`config.mk`:
```
export PLATFORM = sky130hd
export DESIGN_NAME = brsf_uart_tx
export DESIGN_NICKNAME = d
export VERILOG_FILES = /design/src/rtl/brsf_uart_pkg.sv /design/src/rtl/uart_baud_gen.sv /design/src/rtl/brsf_uart_tx.sv
export SDC_FILE = /design/constraint.sdc
export NUM_CORES = 1
export LEC_CHECK = 0
export ABC_AREA = 1
export CORE_UTILIZATION = 55
export DETAILED_ROUTE_END_ITERATION = 8
export PLACE_DENSITY = 0.76
export RECOVER_POWER = 50
export SLEW_MARGIN = 20
export SYNTH_ARGS = -nofsm -noshare
export SYNTH_HDL_FRONTEND = slang
export SYNTH_SLANG_ARGS = --single-unit
```
`constraint.sdc`:
```
create_clock -name Clk -period 2.4 [get_ports Clk]
set_input_delay 0.24 -clock Clk [delete_from_list [all_inputs] [get_ports Clk]]
set_output_delay 0.24 -clock Clk [all_outputs]
set_load 0.05 [all_outputs]
```
`src/rtl/brsf_uart_pkg.sv`:
```
// brsf_uart_pkg - shared definitions for the brsf UART blocks.
//
// Contents:
//   uart_state_t  transmitter FSM state encoding. PAR keeps its code even in
//                 builds where parity is compiled out, so encodings never shift.
//   MARK / SPACE  serial line levels (idle / start).
//   frame_clocks  frame length in Clk cycles for a given configuration.

package brsf_uart_pkg;

  typedef enum logic [2:0] {
    S_IDLE  = 3'd0,
    S_WAIT  = 3'd1,
    S_START = 3'd2,
    S_DATA  = 3'd3,
    S_PAR   = 3'd4,
    S_STOP  = 3'd5
  } uart_state_t;

  localparam logic MARK  = 1'b1;
  localparam logic SPACE = 1'b0;

  // Start bit + data bits + optional parity bit + stop bits, each baud_div clocks.
  function automatic int frame_clocks(input int width, input int baud_div,
                                      input int stop_bits, input int parity_bits);
    return (1 + width + parity_bits + stop_bits) * baud_div;
  endfunction

endpackage

```
`src/rtl/uart_baud_gen.sv`:
```
// uart_baud_gen - bit-period down-counter shared by the UART transmitter and
// the planned receiver.
//
// Parameters:
//   pBaudDiv  Clk cycles per serial bit (2..65535)
// Ports:
//   Clk   in   system clock, rising edge
//   Rst   in   synchronous active-high reset, clears the count to 0
//   load  in   restart the bit period (count <= pBaudDiv-1)
//   tick  out  high in the last cycle of each bit period (count == 0)
//
// The counter reloads itself on every tick, so once loaded each bit lasts
// exactly pBaudDiv clocks.

module uart_baud_gen #(
  parameter int pBaudDiv = 16
) (
  input  logic Clk,
  input  logic Rst,
  input  logic load,
  output logic tick
);

  localparam logic [15:0] RELOAD = 16'(pBaudDiv - 1);

  logic [15:0] cnt;

  assign tick = (cnt == '0);

  always_ff @(posedge Clk) begin
    if (Rst) begin
      cnt <= '0;
    end else if (load || tick) begin
      cnt <= RELOAD;
    end else begin
      cnt <= cnt - 1'b1;
    end
  end

endmodule

```
`src/rtl/brsf_uart_tx.sv`:
```
// brsf_uart_tx - asynchronous serial transmitter fed from the read port of the
// synchronous block-RAM FIFO. Emits LSB-first start/data/[parity]/stop frames.
//
// Build option:
//   BRSF_UART_TX_PARITY_EN  when defined, a parity bit (sense chosen by Odd)
//                           follows the data bits; otherwise Odd is unused.
// Parameters:
//   pWidth     data bits per character (equals FIFO data width)
//   pBaudDiv   Clk cycles per serial bit (2..65535)
//   pStopBits  stop bits, 1 or 2
// Ports:
//   Clk     in   system clock, rising edge
//   Rst     in   synchronous active-high reset
//   EF      in   FIFO empty flag
//   RE      out  FIFO read enable, single-cycle pulse from IDLE
//   ACK     in   FIFO read acknowledge, one cycle after RE
//   DI      in   FIFO data, captured when ACK=1
//   nCTS    in   clear-to-send, active-low, only consulted in IDLE
//   Odd     in   parity sense (1 = odd, 0 = even)
//   TxD     out  serial line, 1 = mark/idle
//   Busy    out  high from data capture through the last stop bit
//   TxDone  out  one-cycle pulse after the last stop bit

module brsf_uart_tx #(
  parameter int pWidth    = 8,
  parameter int pBaudDiv  = 16,
  parameter int pStopBits = 1
) (
  input  logic              Clk,
  input  logic              Rst,
  input  logic              EF,
  output logic              RE,
  input  logic              ACK,
  input  logic [pWidth-1:0] DI,
  input  logic              nCTS,
  input  logic              Odd,
  output logic              TxD,
  output logic              Busy,
  output logic              TxDone
);

  import brsf_uart_pkg::*;

  localparam int BW = (pWidth > 1) ? $clog2(pWidth) : 1;
  localparam logic [BW-1:0] LASTBIT  = BW'(pWidth - 1);
  localparam logic          STOPLAST = 1'(pStopBits - 1);

  uart_state_t       state, state_d;
  logic [pWidth-1:0] shreg, shreg_d;
  logic [BW-1:0]     bitcnt, bitcnt_d;
  logic              stopcnt, stopcnt_d;
  logic              txd_d, busy_d, done_d;
  logic              load, tick;

`ifdef BRSF_UART_TX_PARITY_EN
  logic par, par_d;
`else
  logic oddunused;
  assign oddunused = Odd;
`endif

  uart_baud_gen #(
    .pBaudDiv(pBaudDiv)
  ) u_baud (
    .Clk (Clk),
    .Rst (Rst),
    .load(load),
    .tick(tick)
  );

  always_comb begin
    state_d   = state;
    shreg_d   = shreg;
    bitcnt_d  = bitcnt;
    stopcnt_d = stopcnt;
    txd_d     = TxD;
    busy_d    = Busy;
    done_d    = 1'b0;
    load      = 1'b0;
    RE        = 1'b0;
`ifdef BRSF_UART_TX_PARITY_EN
    par_d     = par;
`endif
    case (state)
      S_IDLE: begin
        RE = ~Rst & ~EF & ~nCTS;
        if (RE) state_d = S_WAIT;
      end
      S_WAIT: begin
        // ACK=0 here means the FIFO was cleared under us: drop the request.
        if (ACK) begin
          shreg_d   = DI;
          load      = 1'b1;
          bitcnt_d  = '0;
          stopcnt_d = 1'b0;
          busy_d    = 1'b1;
          txd_d     = SPACE;
`ifdef BRSF_UART_TX_PARITY_EN
          par_d     = (^DI) ^ Odd;
`endif
          state_d   = S_START;
        end else begin
          state_d = S_IDLE;
        end
      end
      S_START: begin
        if (tick) begin
          txd_d   = shreg[0];
          state_d = S_DATA;
        end
      end
      S_DATA: begin
        if (tick) begin
          shreg_d  = shreg >> 1;
          bitcnt_d = bitcnt + 1'b1;
          if (bitcnt == LASTBIT) begin
`ifdef BRSF_UART_TX_PARITY_EN
            txd_d   = par;
            state_d = S_PAR;
`else
            txd_d   = MARK;
            state_d = S_STOP;
`endif
          end else begin
            txd_d = shreg_d[0];
          end
        end
      end
`ifdef BRSF_UART_TX_PARITY_EN
      S_PAR: begin
        if (tick) begin
          txd_d   = MARK;
          state_d = S_STOP;
        end
      end
`endif
      S_STOP: begin
        if (tick) begin
          if (stopcnt == STOPLAST) begin
            busy_d  = 1'b0;
            done_d  = 1'b1;
            state_d = S_IDLE;
          end else begin
            stopcnt_d = 1'b1;
          end
        end
      end
      default: state_d = S_IDLE;
    endcase
  end

  always_ff @(posedge Clk) begin
    if (Rst) begin
      state   <= S_IDLE;
      shreg   <= '0;
      bitcnt  <= '0;
      stopcnt <= 1'b0;
      TxD     <= MARK;
      Busy    <= 1'b0;
      TxDone  <= 1'b0;
`ifdef BRSF_UART_TX_PARITY_EN
      par     <= 1'b0;
`endif
    end else begin
      state   <= state_d;
      shreg   <= shreg_d;
      bitcnt  <= bitcnt_d;
      stopcnt <= stopcnt_d;
      TxD     <= txd_d;
      Busy    <= busy_d;
      TxDone  <= done_d;
`ifdef BRSF_UART_TX_PARITY_EN
      par     <= par_d;
`endif
    end
  end

endmodule
```
==> out/summary.txt <==
Status - finished with violations
Failing checks - design-rule violations
Peak supply drop - 0.000875 V
Syn_nets - 267
Distinct cells, synth - 33
Cell row count - 19
Root buf cell - clkbuf_4
Latest clock arrival within the worst-skew pair - 350 ps
Flop pwr share - 0.347
Fin. Hold Viols - 0
First-pass GRT wire length - 5950 um
Post-synth EDFFs - 0
Finish-stage setup viols - 0
Leakage - 0.869 nW
Clock power share - 0.125
Post-synth top area cell - dfxtp_1
Final Skew - 8.21 ps
Final ANT Viol Nets - 0
Critical Path Source Type - register
Hold crit path type - register to register
Chip width - 57.8 um
Worst Setup End Kind - register
Pin count of the biggest net entering global routing - 14
Routed WL - 3360 um
TritonCTS clock tree - built
Worst-Margin Slew - 490 ps
Worst slew margin - 0.672
Worst Setup Path Type - register to register
Setup TNS - 0 ps
Area grow syn2layout - 12.7%
Power per standard cell area - 1280 nW/um^2
Final nets - 286
IO Port Bufs - 16
Mapped Cells - 250
Comb power frac - 0.528
Most frequent cell after synthesis - nand2_1
CP peak stage delay - 310 ps
Die Height - 57.8 um
Fraction of layout cells with a size suffix above 1 - 0.0741
P_int - 1.29 mW
Die area - 3340 um^2
Core area - 2850 um^2
Asr flop ratio synth - 0
Crit path DAT - 2060 ps
Worst-path cell chain - inv_1 > ha_1 > nand2_1 > nor2_1 > nand2_1 > nand2_1 > nand3_4 > nor2_1 > nor2_1
Initial antenna violation count - 0
DR iter-0 viols - 66
Post-CTS sizing - 0
Period utilization - 0.754
Synth top cells by count - nand2_1, nor2_1, dfxtp_1
CTS Buffer Depth - 2
ANT cells - 0
Via/cell ratio - 5.28
Max-cap violations - 0
Critical-path maximum fanout - 12
Mapped cell area - 1710 um^2
Delay-heaviest family, CP - simple AND/OR/NAND/NOR gates
Post-route cell area - 1930 um^2
Post-route DRC - 1
IO Count - 18
Minimum clock period - 1810 ps
Buf/Inv on CP - 1
Mapped Avg Cell Area - 6.86 um^2
CTS H-tree depth - 2
Drt wl/cell - 11.2 um
DP Area - 1890 um^2
HPWL Detailed - 2520 um
Top cells by area, synth - dfxtp_1, nand2_1, nor2_1
Required @ worst endpoint - 2650 ps
DRT Pass-1 Iters - 8
Main synth FF type - dfxtp_1
Initial Util - 0.601
All-Layer GR Usage - 0.232
RSZ-0062 raised after global routing - no
NetSw - 1.18 mW
F_max - 0.552 GHz
Clock transition at the registers of the reported paths - 110 ps
Post-CTS setup repair buffer count - 0
Total grt overflow - 0
Slowest stage cell, crit path - dfxtp_1
Vias in the first global route - 1434
Warnings from Yosys - 0
Clock tree sinks - 33
Via count - 1590
Synthesized flop and latch total - 33
Area share of the largest cell type after synthesis - 0.385
RePlAce Congestion - 0.803
Hold-fix buffer count after cts - 0
Sequential cell area fraction in the yosys report - 0.385
CTS Buf Count - 5
Sw frac - 0.477
Max-slew violations - 0
-- path summary, 6_finish.rpt --
path	from	end	slack, ps	cells after the start
worst max-delay path	u_baud.cnt[0]	bitcnt[0]	590	9
worst min-delay path	shreg[2]	shreg[2]	470	2
worst max register to register	u_baud.cnt[0]	bitcnt[0]	590	9
worst min register to register	shreg[2]	shreg[2]	470	2
-- tightest hold or removal path, stage by stage (launching register included) --
cell,delay (ps)
dfxtp_1,320
nand2_1,60
a21oi_1,50
-- through the flow --
step	hold WS [ps]	worst slack, ps	power [mW]	cells	util
2_1_floorplan	309	150	1.94	250	-
3_3_place_gp	451	489	2.17	293	0.663
3_5_place_dp	455	490	2.19	293	0.663
4_1_cts	470	588	2.51	301	0.682
5_1_grt	494	398	2.71	301	0.677
6_report	467	590	2.47	301	0.677
-- cells by family (layout without fill, tap and decap cells) --
logic type / count (synthesis) / count (layout) / synth area share
AO/OA/AOI/OAI: 28 / 28 / 0.0883
XOR/XNOR: 4 / 4 / 0.0204
adder cells (fa/ha/maj): 3 / 3 / 0.0219
buffers and inverters: 31 / 51 / 0.0796
flip-flops: 33 / 33 / 0.385
AND/OR/NAND/NOR: 151 / 151 / 0.404
-- sequential cells by signal, summed over array words and instances (netlist names) --
signal / count
TxDone: 1
TxD: 1
shreg: 8
state: 3
bitcnt: 3
u_baud.cnt: 16
Busy: 1
-- layout by cell type (no fill, tap or decap), types with 2 or more instances in the layout --
master,synthesis,routed
a21oi_1,18,18
a31oi_1,2,2
clkbuf_4,0,5
clkdlybuf4s50_1,0,15
clkinv_2,0,2
dfxtp_1,33,33
ha_1,3,3
inv_1,24,24
nand2_1,67,71
nand3_1,13,13
nand4_1,10,10
nor2_1,35,35
nor2_2,3,3
nor2_4,2,2
nor3_1,8,8
nor4_1,2,2
o21ai_0,5,5
o31ai_1,2,2
xor2_1,3,3
-- power by group through the flow --
stage               registers (mW)  clock network [mW]  logic, mW
finish                       0.855               0.309       1.30
global route                 0.878               0.348       1.48
CTS                          0.854               0.321       1.33
detailed placement           0.866                   0       1.33
global placement             0.865                   0       1.30
floorplan                    0.870                   0       1.07
-- cell type report --
class	instances	area, um^2
Sequential cell	33	661
Timing Repair Buffer	17	178
Fill cell	274	921
Clock inverter	3	17.5
Tap cell	31	38.8
Multi-Input combinational cell	186	902
Inverter	26	97.6
Clock buffer	5	37.5
-- metal layers --
| layer | GRT usage | wire length, um |
|---|---|---|
| met3 | 0.0603 | 113 |
| met4 | 0.0918 | 56 |
| met2 | 0.360 | 1420 |
| met1 | 0.309 | 1770 |
| met5 | 0 | 0 |
(Power assumes the default switching activity.)
